--- src/rtl/write8to32_if.sv ---
// -----------------------------------------------------------------------------
// write8to32_if
// Bundles the transfer-control, byte-input and word-output handshake signals
// of the write8to32 byte-to-word packer.
//
//   base       byte address of the first word (signed, sampled on _start)
//   count      number of 32-bit words to assemble (signed, sampled on _start)
//   _start     capture base/count and begin a new transfer
//   _in0       incoming byte
//   _in_valid  producer has a byte on _in0
//   _in_ready  packer accepts a byte this cycle
//   _ready     consumer ready for the output tuple
//   _valid     output tuple valid
//   _done      last word of the transfer
//   _out0      word byte address (base + 4*i)
//   _out1      assembled little-endian word
//
// The master modport belongs to the side that starts transfers, supplies
// bytes and consumes words. The slave modport belongs to the packer.
// -----------------------------------------------------------------------------
interface write8to32_if;
    logic signed [31:0] base;
    logic signed [31:0] count;
    logic               _start;
    logic [7:0]         _in0;
    logic               _in_valid;
    logic               _in_ready;
    logic               _ready;
    logic               _valid;
    logic               _done;
    logic [31:0]        _out0;
    logic [31:0]        _out1;

    modport master (
        output base, count, _start, _in0, _in_valid, _ready,
        input  _in_ready, _valid, _done, _out0, _out1
    );

    modport slave (
        input  base, count, _start, _in0, _in_valid, _ready,
        output _in_ready, _valid, _done, _out0, _out1
    );
endinterface

--- src/rtl/write8to32.sv ---
// -----------------------------------------------------------------------------
// write8to32
// Assembles a stream of bytes into 32-bit little-endian words. Each completed
// word is presented with its byte address (base + 4*i) and is held until the
// consumer takes it. A transfer of `count` words is started with _start.
//
//   _clock  single clock, all state changes on its rising edge
//   _reset  asynchronous, active-high reset
//   bus     write8to32_if.slave handshake bundle (see write8to32_if.sv)
// -----------------------------------------------------------------------------
module write8to32 (
    input  logic          _clock,
    input  logic          _reset,
    write8to32_if.slave   bus
);

    typedef enum logic [1:0] {
        IDLE    = 2'd0,
        COLLECT = 2'd1,
        HOLD    = 2'd2
    } state_t;

    state_t      state_q,    state_d;
    logic [31:0] base_q,     base_d;
    logic [31:0] count_q,    count_d;
    logic [31:0] wordIdx_q,  wordIdx_d;
    logic [1:0]  byteIdx_q,  byteIdx_d;
    logic [31:0] word_q,     word_d;
    logic [31:0] out0_q,     out0_d;
    logic [31:0] out1_q,     out1_d;
    logic        valid_q,    valid_d;
    logic        done_q,     done_d;

    // Bytes are accepted only while collecting; this is combinational so the
    // producer sees it in the same cycle the state changes.
    assign bus._in_ready = (state_q == COLLECT);
    assign bus._valid    = valid_q;
    assign bus._done     = done_q;
    assign bus._out0     = out0_q;
    assign bus._out1     = out1_q;

    // State and data registers. Reset clears everything immediately, which
    // also throws away any partially assembled word.
    always_ff @(posedge _clock or posedge _reset) begin
        if (_reset) begin
            state_q   <= IDLE;
            base_q    <= '0;
            count_q   <= '0;
            wordIdx_q <= '0;
            byteIdx_q <= '0;
            word_q    <= '0;
            out0_q    <= '0;
            out1_q    <= '0;
            valid_q   <= 1'b0;
            done_q    <= 1'b0;
        end else begin
            state_q   <= state_d;
            base_q    <= base_d;
            count_q   <= count_d;
            wordIdx_q <= wordIdx_d;
            byteIdx_q <= byteIdx_d;
            word_q    <= word_d;
            out0_q    <= out0_d;
            out1_q    <= out1_d;
            valid_q   <= valid_d;
            done_q    <= done_d;
        end
    end

    // Next-state logic. _start overrides whatever the FSM is doing, so a
    // restart in the middle of a word drops the bytes collected so far.
    // A non-positive count completes at once with _valid/_done and leaves
    // the previous address/word on the outputs.
    always_comb begin
        state_d   = state_q;
        base_d    = base_q;
        count_d   = count_q;
        wordIdx_d = wordIdx_q;
        byteIdx_d = byteIdx_q;
        word_d    = word_q;
        out0_d    = out0_q;
        out1_d    = out1_q;
        valid_d   = valid_q;
        done_d    = done_q;

        if (bus._start) begin
            base_d    = bus.base;
            count_d   = bus.count;
            wordIdx_d = '0;
            byteIdx_d = '0;
            word_d    = '0;
            valid_d   = 1'b0;
            done_d    = 1'b0;
            if (bus.count <= 32'sd0) begin
                valid_d = 1'b1;
                done_d  = 1'b1;
                state_d = IDLE;
            end else begin
                state_d = COLLECT;
            end
        end else begin
            case (state_q)
                IDLE: begin
                    if (valid_q && bus._ready) begin
                        valid_d = 1'b0;
                        done_d  = 1'b0;
                    end
                end
                COLLECT: begin
                    if (bus._in_valid) begin
                        word_d[{byteIdx_q, 3'b000} +: 8] = bus._in0;
                        byteIdx_d = byteIdx_q + 2'd1;
                        if (byteIdx_q == 2'd3) begin
                            out0_d  = base_q + {wordIdx_q[29:0], 2'b00};
                            out1_d  = word_d;
                            valid_d = 1'b1;
                            done_d  = (wordIdx_q == count_q - 32'd1);
                            word_d  = '0;
                            state_d = HOLD;
                        end
                    end
                end
                HOLD: begin
                    if (bus._ready) begin
                        valid_d = 1'b0;
                        done_d  = 1'b0;
                        if (done_q) begin
                            state_d = IDLE;
                        end else begin
                            wordIdx_d = wordIdx_q + 32'd1;
                            state_d   = COLLECT;
                        end
                    end
                end
                default: begin
                    state_d = IDLE;
                end
            endcase
        end
    end

endmodule

--- src/flat_wrapper.sv ---
// flat-port wrapper written by rule: the top's interface ports become plain ports
module write8to32_flat 
  (_clock, _reset, bus_base, bus_count, bus__start, bus__in0, bus__in_valid, bus__ready, bus__in_ready, bus__valid, bus__done, bus__out0, bus__out1);
  write8to32_if bus_i ();
  input  logic _clock;
  input  logic _reset;
  input wire logic [$bits(bus_i.base)-1:0] bus_base;
  input wire logic [$bits(bus_i.count)-1:0] bus_count;
  input wire logic [$bits(bus_i._start)-1:0] bus__start;
  input wire logic [$bits(bus_i._in0)-1:0] bus__in0;
  input wire logic [$bits(bus_i._in_valid)-1:0] bus__in_valid;
  input wire logic [$bits(bus_i._ready)-1:0] bus__ready;
  output wire logic [$bits(bus_i._in_ready)-1:0] bus__in_ready;
  output wire logic [$bits(bus_i._valid)-1:0] bus__valid;
  output wire logic [$bits(bus_i._done)-1:0] bus__done;
  output wire logic [$bits(bus_i._out0)-1:0] bus__out0;
  output wire logic [$bits(bus_i._out1)-1:0] bus__out1;
  assign bus_i.base = bus_base;
  assign bus_i.count = bus_count;
  assign bus_i._start = bus__start;
  assign bus_i._in0 = bus__in0;
  assign bus_i._in_valid = bus__in_valid;
  assign bus_i._ready = bus__ready;
  assign bus__in_ready = bus_i._in_ready;
  assign bus__valid = bus_i._valid;
  assign bus__done = bus_i._done;
  assign bus__out0 = bus_i._out0;
  assign bus__out1 = bus_i._out1;
  write8to32 u_core (._clock(_clock), ._reset(_reset), .bus(bus_i));
endmodule
--- config.mk ---
export PLATFORM = sky130hd
export DESIGN_NAME = write8to32_flat
export DESIGN_NICKNAME = d
export VERILOG_FILES = /design/src/rtl/write8to32_if.sv /design/src/rtl/write8to32.sv /design/src/flat_wrapper.sv
export SDC_FILE = /design/constraint.sdc
export NUM_CORES = 1
export LEC_CHECK = 0
export ABC_AREA = 0
export ABC_CLOCK_PERIOD_IN_PS = 18800
export CAP_MARGIN = 20
export CORE_UTILIZATION = 60
export CTS_CLUSTER_DIAMETER = 80
export DETAILED_ROUTE_END_ITERATION = 16
export PLACE_DENSITY = 0.85
export SYNTH_ARGS = -nofsm -noshare
export SYNTH_HDL_FRONTEND = slang
export SYNTH_SLANG_ARGS = --single-unit
--- constraint.sdc ---
create_clock -name _clock -period 18.8 [get_ports _clock]
set_input_delay 1.88 -clock _clock [delete_from_list [all_inputs] [get_ports _clock]]
set_output_delay 1.88 -clock _clock [all_outputs]
set_load 0.05 [all_outputs]
==> results.yml, run 1 <==
detailed_routing:
  ant_nets: 0
  drt-initial-drc-count: 917
  drc_errors: 0
  viasPerCell: 6.12
  routed-via-count: 8781
  routed_wl_mm: 26.2
  wire_per_inst_um: 18.3
  drt_pass1_iterations: 5
clocking:
  cts_buffer_depth: 2
  holdBufCountCts: 0
  post_cts.repair.setup_buffers: 0
  cts_tree: "yes"
  cts_root_buffer: "clkbuf_16"
  cts.htree.levels: 4
  clkSlewWorstSetupHoldPaths_ns: 0.07
  cts_made_buffers: 17
  cts_sinks: 198
  clock_latency_ns: 0.45
  ctsResizeCount: 0
critical_path:
  cpLargestDelayFamily: "simple AND/OR/NAND/NOR gates"
  critPathLaunch: "bus__ready"
  path_class: "primary input to flop"
  cp_max_fo: 10
  slowest_stage: "clkdlybuf4s50_1"
  start_kind: "primary input"
  crit_required_ns: 19.17
  r2r_start: "u_core.count_q[3]"
  cp_num_buf_inv: 1
  crit_chain: "clkdlybuf4s50_1 > and3b_1 > o2111ai_1 > or2_2 > nor3_1 > nand3_1 > or3_1 > a21oi_1"
  cp-end-kind: "flop"
  crit_arrival_ns: 4.57
  cp_slowest_stage_delay_ns: 0.51
sta:
  rsz0062_at_grt: "no"
  fin_worst_skew_ns: 0.0125
  setup_viol: 0
  hold_ws_ns: 0.484
  hold_viol: 0
  max_slew_margin_pct: 23.5
  final.min_clock_period_ns: 4.20
  finalCritPeriodShare_pct: 22.3
  worst_slew_pin_slew_ns: 1.14
  max_freq_ghz: 0.238
  slew_viol_final: 0
  fin_tns_setup_ns: 0
floorplan:
  num_io_pins: 144
  rows: 48
  die_w_um: 136
  die-area_mm2: 0.0185
  start_util_pct: 61.8
  die_h_um: 136
  core_area_mm2: 0.0174
power_and_ir_drop:
  p_seq_share_pct: 46.2
  combPwrFrac_pct: 17.3
  pwr_density_cell_mw_per_mm2: 79.2
  pwr-share-clk_pct: 36.5
  power_switching_uw: 312
  ir_worst_vdd_mv: 0.0726
  switching_share_pct: 30.4
  power.leakage_nw: 5.71
  total_power_mw: 1.03
  p_int_uw: 714
grt:
  grt_max_degree: 116
  grt_antenna_before_repair: 0
  overflow: 0
  grt_pass1_vias: 8197
  grt_util_all_layers_pct: 29.7
  grt_pass1_wl_mm: 42.6
synth:
  seq_area_frac_synth_pct: 46.0
  netlist_area_mm2: 0.0108
  ys.flop_type: "dfrtp_1"
  yosysTopAreaCellShare_pct: 46.0
  synth.area.top_cells: "dfrtp_1 (46%), mux2_2 (6.3%), nor2_1 (4.7%)"
  syn-instance-count: 1081
  synth_area_per_cell_um2: 9.96
  yosysTopAreaCell: "dfrtp_1"
  synth-edff-count: 0
  ys_seq_elements: 198
  synth_cell_types: 68
  async_reset_ff_share_pct: 100
  synth_fp_nets: 1199
  yosysWarnings: 0
finish:
  nets: 1314
  diodes: 0
  syn_to_final_growth_pct: 20.2
  nFillCells: 1260
  fin_cells: 1434
  drive_above_1_share_pct: 9.93
status:
  status: "completed"
worst_hold_path:
  hold_start: "u_core.bus._out0[4]"
  hold_class: "flop to flop"
job:
  cap_violations: 0
placement:
  numPortBuffers: 143
  place_congestion: 0.899
  dp_hpwl_mm: 18.6
  dp.cells: 1400
## path summary, 6_finish.rpt
kind / end / slack, ns / depth (start not counted)
min in group asynchronous: u_core.bus._out0[10] / 1.98 / 2
setup / recovery: u_core.wordIdx_q[30] / 14.60 / 8
hold / removal: u_core.bus._out0[4] / 0.48 / 2
max in group asynchronous: u_core.bus._out1[30] / 15.75 / 4
hold reg to reg: u_core.bus._out0[4] / 0.48 / 2
setup reg to reg: u_core.bus._done / 15.33 / 8
## synthesized netlist by cell type, types with 7 or more instances
cell type,instances
nor2_1,135
a22o_1,32
inv_1,28
o21ai_0,52
or3_1,9
buf_1,14
dfrtp_1,198
o211ai_1,9
xnor2_1,44
o21a_1,7
xor2_1,50
nand4_1,11
nor3_1,32
nand3_1,29
clkbuf_1,36
a221oi_1,33
a21o_1,15
mux2_2,60
ha_1,40
nand2_1,81
nor4_1,20
nor2b_1,8
a21oi_1,42
## kinds of logic (layout without fill, tap and decap cells)
group / count (synthesis) / count (layout) / share of synthesized area, %
and+or+nand+nor: 372 / 372 / 17.0
AOI/OAI and AO/OA: 225 / 225 / 14.5
DFF: 198 / 198 / 46.0
xor gates and xnor gates: 94 / 94 / 7.64
buffers and inverters: 85 / 213 / 3.16
muxes: 66 / 66 / 6.83
adders and majority gates: 41 / 41 / 4.83
## flip-flops by register name, indices dropped and copies added, names as in the netlist
name	flops
u_core.bus._out1	32
u_core.byteIdx_q	2
u_core.bus._done	1
u_core.count_q	32
u_core.state_q	2
u_core.word_q	32
u_core.base_q	32
u_core.wordIdx_q	32
u_core.bus._valid	1
u_core.bus._out0	32
## per-stage QoR
| stage | util (%) | setup slack (ns) | cell area, um^2 |
|---|---|---|---|
| after floorplan | - | 11.52 | 10800 |
| after global placement | 70.6 | 14.30 | 12300 |
| after detailed placement | 70.7 | 14.18 | 12300 |
| after CTS | 74.1 | 14.62 | 12900 |
| after global routing | 74.3 | 14.38 | 12900 |
| final | 74.3 | 14.60 | 12900 |
## placed cells by master, fill, tap and decap left out, types with 7 or more instances in the layout
| cell type | n |
|---|---|
| nor2b_1 | 8 |
| o211ai_1 | 9 |
| xnor2_1 | 44 |
| nor3_1 | 32 |
| inv_1 | 27 |
| nand4_1 | 11 |
| o21ai_0 | 52 |
| clkbuf_16 | 17 |
| or3_1 | 9 |
| dfrtp_1 | 198 |
| nor2_1 | 135 |
| a22o_1 | 32 |
| a21oi_1 | 42 |
| mux2_2 | 60 |
| a221oi_1 | 33 |
| nor4_1 | 20 |
| ha_1 | 40 |
| xor2_1 | 50 |
| nand2_1 | 80 |
| nand3_1 | 29 |
| o21a_1 | 7 |
| clkdlybuf4s50_1 | 142 |
| a21o_1 | 15 |
## layer usage
metal | vias to the layer above | routed length, um | GRT usage (%)
met4 | 0 | 617 | 9.88
met1 | 4234 | 12000 | 42.9
met2 | 368 | 11900 | 45.9
met5 | - | 0 | 0
li1 | 4134 | - | -
met3 | 45 | 1720 | 4.44
## worst register-to-register path: stages (launching register included)
cell,delay (ns)
dfrtp_1,0.48
nor4_1,0.72
nand3_1,0.43
nor4_1,0.63
mux2i_1,0.25
mux2i_1,0.08
a2bb2oi_1,0.14
or4_1,0.54
o21ai_1,0.12
## area by class of cell
type | count | area, um^2 | share of cell area, %
tap | 225 | 282 | 2.17
clock buffer | 17 | 425 | 3.29
inverter | 30 | 120 | 0.928
timing repair buffer | 151 | 1500 | 11.6
clock inverter | 15 | 183 | 1.41
multi-input combinational | 798 | 5480 | 42.3
sequential | 198 | 4950 | 38.3
## power groups by stage
stage / Combinational [mW] / Clock, mW / Sequential [mW]
global placement: 0.171 / 0 / 0.480
floorplan: 0.0881 / 0 / 0.505
finish: 0.178 / 0.375 / 0.473
global route: 0.192 / 0.394 / 0.476
CTS: 0.176 / 0.378 / 0.473
detailed placement: 0.174 / 0 / 0.481
No activity file was read; power rests on OpenSTA's default activity.
==> run 2: changes to the inputs <==
Settings changed: ABC_CLOCK_PERIOD_IN_PS 18800 to 3550, CORE_UTILIZATION 60 to 50, PLACE_DENSITY 0.85 to 0.75.
Clock period 18.8 ns to 3.55 ns, I/O delays scaled along.
==> run 2 against run 1 <==
Effect of this change: worst hold slack got worse by 0.15 ns; critical path depth unchanged; die area rose by 20%; sequential share of layout area decreased by 0.42 points; largest cell class unchanged; clock power rose to 5.2 times the previous value; final cell count increased by 4.2%; register-to-register slack got worse by 15 ns; critical endpoint is now u_core.bus._done; critical path type is now flop to flop.
==> results.yml, run 2 (same netlist as run 1, synthesis figures left out) <==
job:
  cap_violations: 0
finish:
  syn_to_final_growth_pct: 21.5
  nFillCells: 1778
  diodes: 0
  final_common_cell: "dfrtp_1"
  fin_cells: 1494
  nets: 1324
  final_cell_mix: "dfrtp_1 (198), clkdlybuf4s50_1 (142), nor2_1 (135), nand2_1 (80), mux2_2 (60)"
  drive_above_1_share_pct: 10.7
  post-route-util_pct: 62.1
grt:
  overflow: 0
  grt_pass1_wl_mm: 42.2
  grt_antenna_before_repair: 0
  grt_util_all_layers_pct: 24.3
  grt_pass1_vias: 8165
  grt_max_degree: 52
detailed_routing:
  ant_nets: 0
  routed_wl_mm: 25.7
  drc_errors: 0
  viasPerCell: 5.74
  routed-via-count: 8578
  drt_pass1_iterations: 5
  wire_per_inst_um: 17.2
  drt-initial-drc-count: 467
sta:
  fin_worst_skew_ns: 0.0167
  worst_slew_pin_slew_ns: 0.658
  final.min_clock_period_ns: 3.15
  max_slew_margin_pct: 55.0
  setup_viol: 0
  slew_viol_final: 0
  max_freq_ghz: 0.318
  finalCritPeriodShare_pct: 88.6
  hold_viol: 0
  rsz0062_at_grt: "no"
  fin_tns_setup_ns: 0
critical_path:
  cp_slowest_stage_delay_ns: 0.57
  cp-end-kind: "flop"
  cpMostUsedCell: "mux2i_1"
  start_kind: "flop"
  ff2ff_setup_slack_ns: 0.40
  crit_arrival_ns: 3.52
  path_class: "flop to flop"
  cp_max_fo: 7
  slowest_stage: "nor4_1"
  crit_required_ns: 3.92
  crit_chain: "or4_4 > or3_1 > nor4_1 > mux2i_1 > mux2i_1 > a2bb2oi_1 > or4_1 > o21ai_1"
clocking:
  cts.htree.levels: 4
  clock_latency_ns: 0.44
  clkSlewWorstSetupHoldPaths_ns: 0.08
  cts_tree: "yes"
  post_cts.repair.setup_buffers: 0
  cts_buffer_depth: 2
  cts_root_buffer: "clkbuf_16"
  cts_made_buffers: 17
  holdBufCountCts: 0
  cts_sinks: 198
  ctsResizeCount: 0
power_and_ir_drop:
  power.leakage_nw: 5.76
  ir_worst_vdd_mv: 0.311
  total_power_mw: 5.41
  pwr_density_cell_mw_per_mm2: 413
floorplan:
  die_w_um: 149
  core_area_mm2: 0.0211
  rows: 53
  start_util_pct: 51.1
  num_io_pins: 144
  die_h_um: 149
  die-area_mm2: 0.0221
placement:
  dp_hpwl_mm: 19.5
  dp.cells: 1462
  numPortBuffers: 143
  place_congestion: 0.896
status:
  status: "completed"
worst_hold_path:
  hold_class: "primary input to flop"
run 2: where the power goes:
group | leakage [nW] | internal [mW] | switching (mW) | total (mW)
Clock | 0.296 | 0.959 | 0.999 | 1.96
Sequential | 2.61 | 2.38 | 0.129 | 2.51
Combinational | 2.85 | 0.392 | 0.548 | 0.940
run 2: worst max-delay path, delay by kind of cell, from the launching register on:
family,cells,cell delay (ns)
DFF,1,0.45
AOI/OAI and AO/OA,2,0.26
and+or+nand+nor,4,2.01
muxes,2,0.36
run 2: layout make-up:
| cell class | count | area [um^2] | area share, % |
|---|---|---|---|
| Sequential cell | 198 | 4950 | 37.9 |
| Multi-Input combinational cell | 798 | 5480 | 41.9 |
| Timing Repair Buffer | 161 | 1590 | 12.1 |
| Clock buffer | 17 | 425 | 3.25 |
| Inverter | 30 | 116 | 0.889 |
| Clock inverter | 15 | 181 | 1.39 |
| Tap cell | 275 | 344 | 2.63 |
run 2: final timing paths:
check	endpoint	depth (start not counted)	from
max reg2reg	u_core.bus._done	8	u_core.count_q[11]
max in group asynchronous	u_core.wordIdx_q[24]	3	_reset
min in group asynchronous	u_core.bus._out0[0]	2	_reset
max	u_core.bus._done	8	u_core.count_q[11]
min reg2reg	u_core.bus._out0[1]	2	u_core.base_q[1]
min	u_core.wordIdx_q[8]	2	bus__start
run 2: metal layers:
metal	wire, um	GRT usage [%]
met1	12100	33.6
met3	960	3.43
met2	12200	39.5
met5	0	0
met4	542	7.96
run 2: stage by stage:
| step | setup slack (ns) | hold WS [ns] | area (um^2) |
|---|---|---|---|
| floorplan | 0.635 | 0.435 | 10800 |
| global placement | 0.541 | 0.447 | 12500 |
| detailed placement | 0.423 | 0.451 | 12500 |
| CTS | 0.420 | 0.318 | 13100 |
| global route | 0.185 | 0.333 | 13100 |
| finish | 0.403 | 0.330 | 13100 |
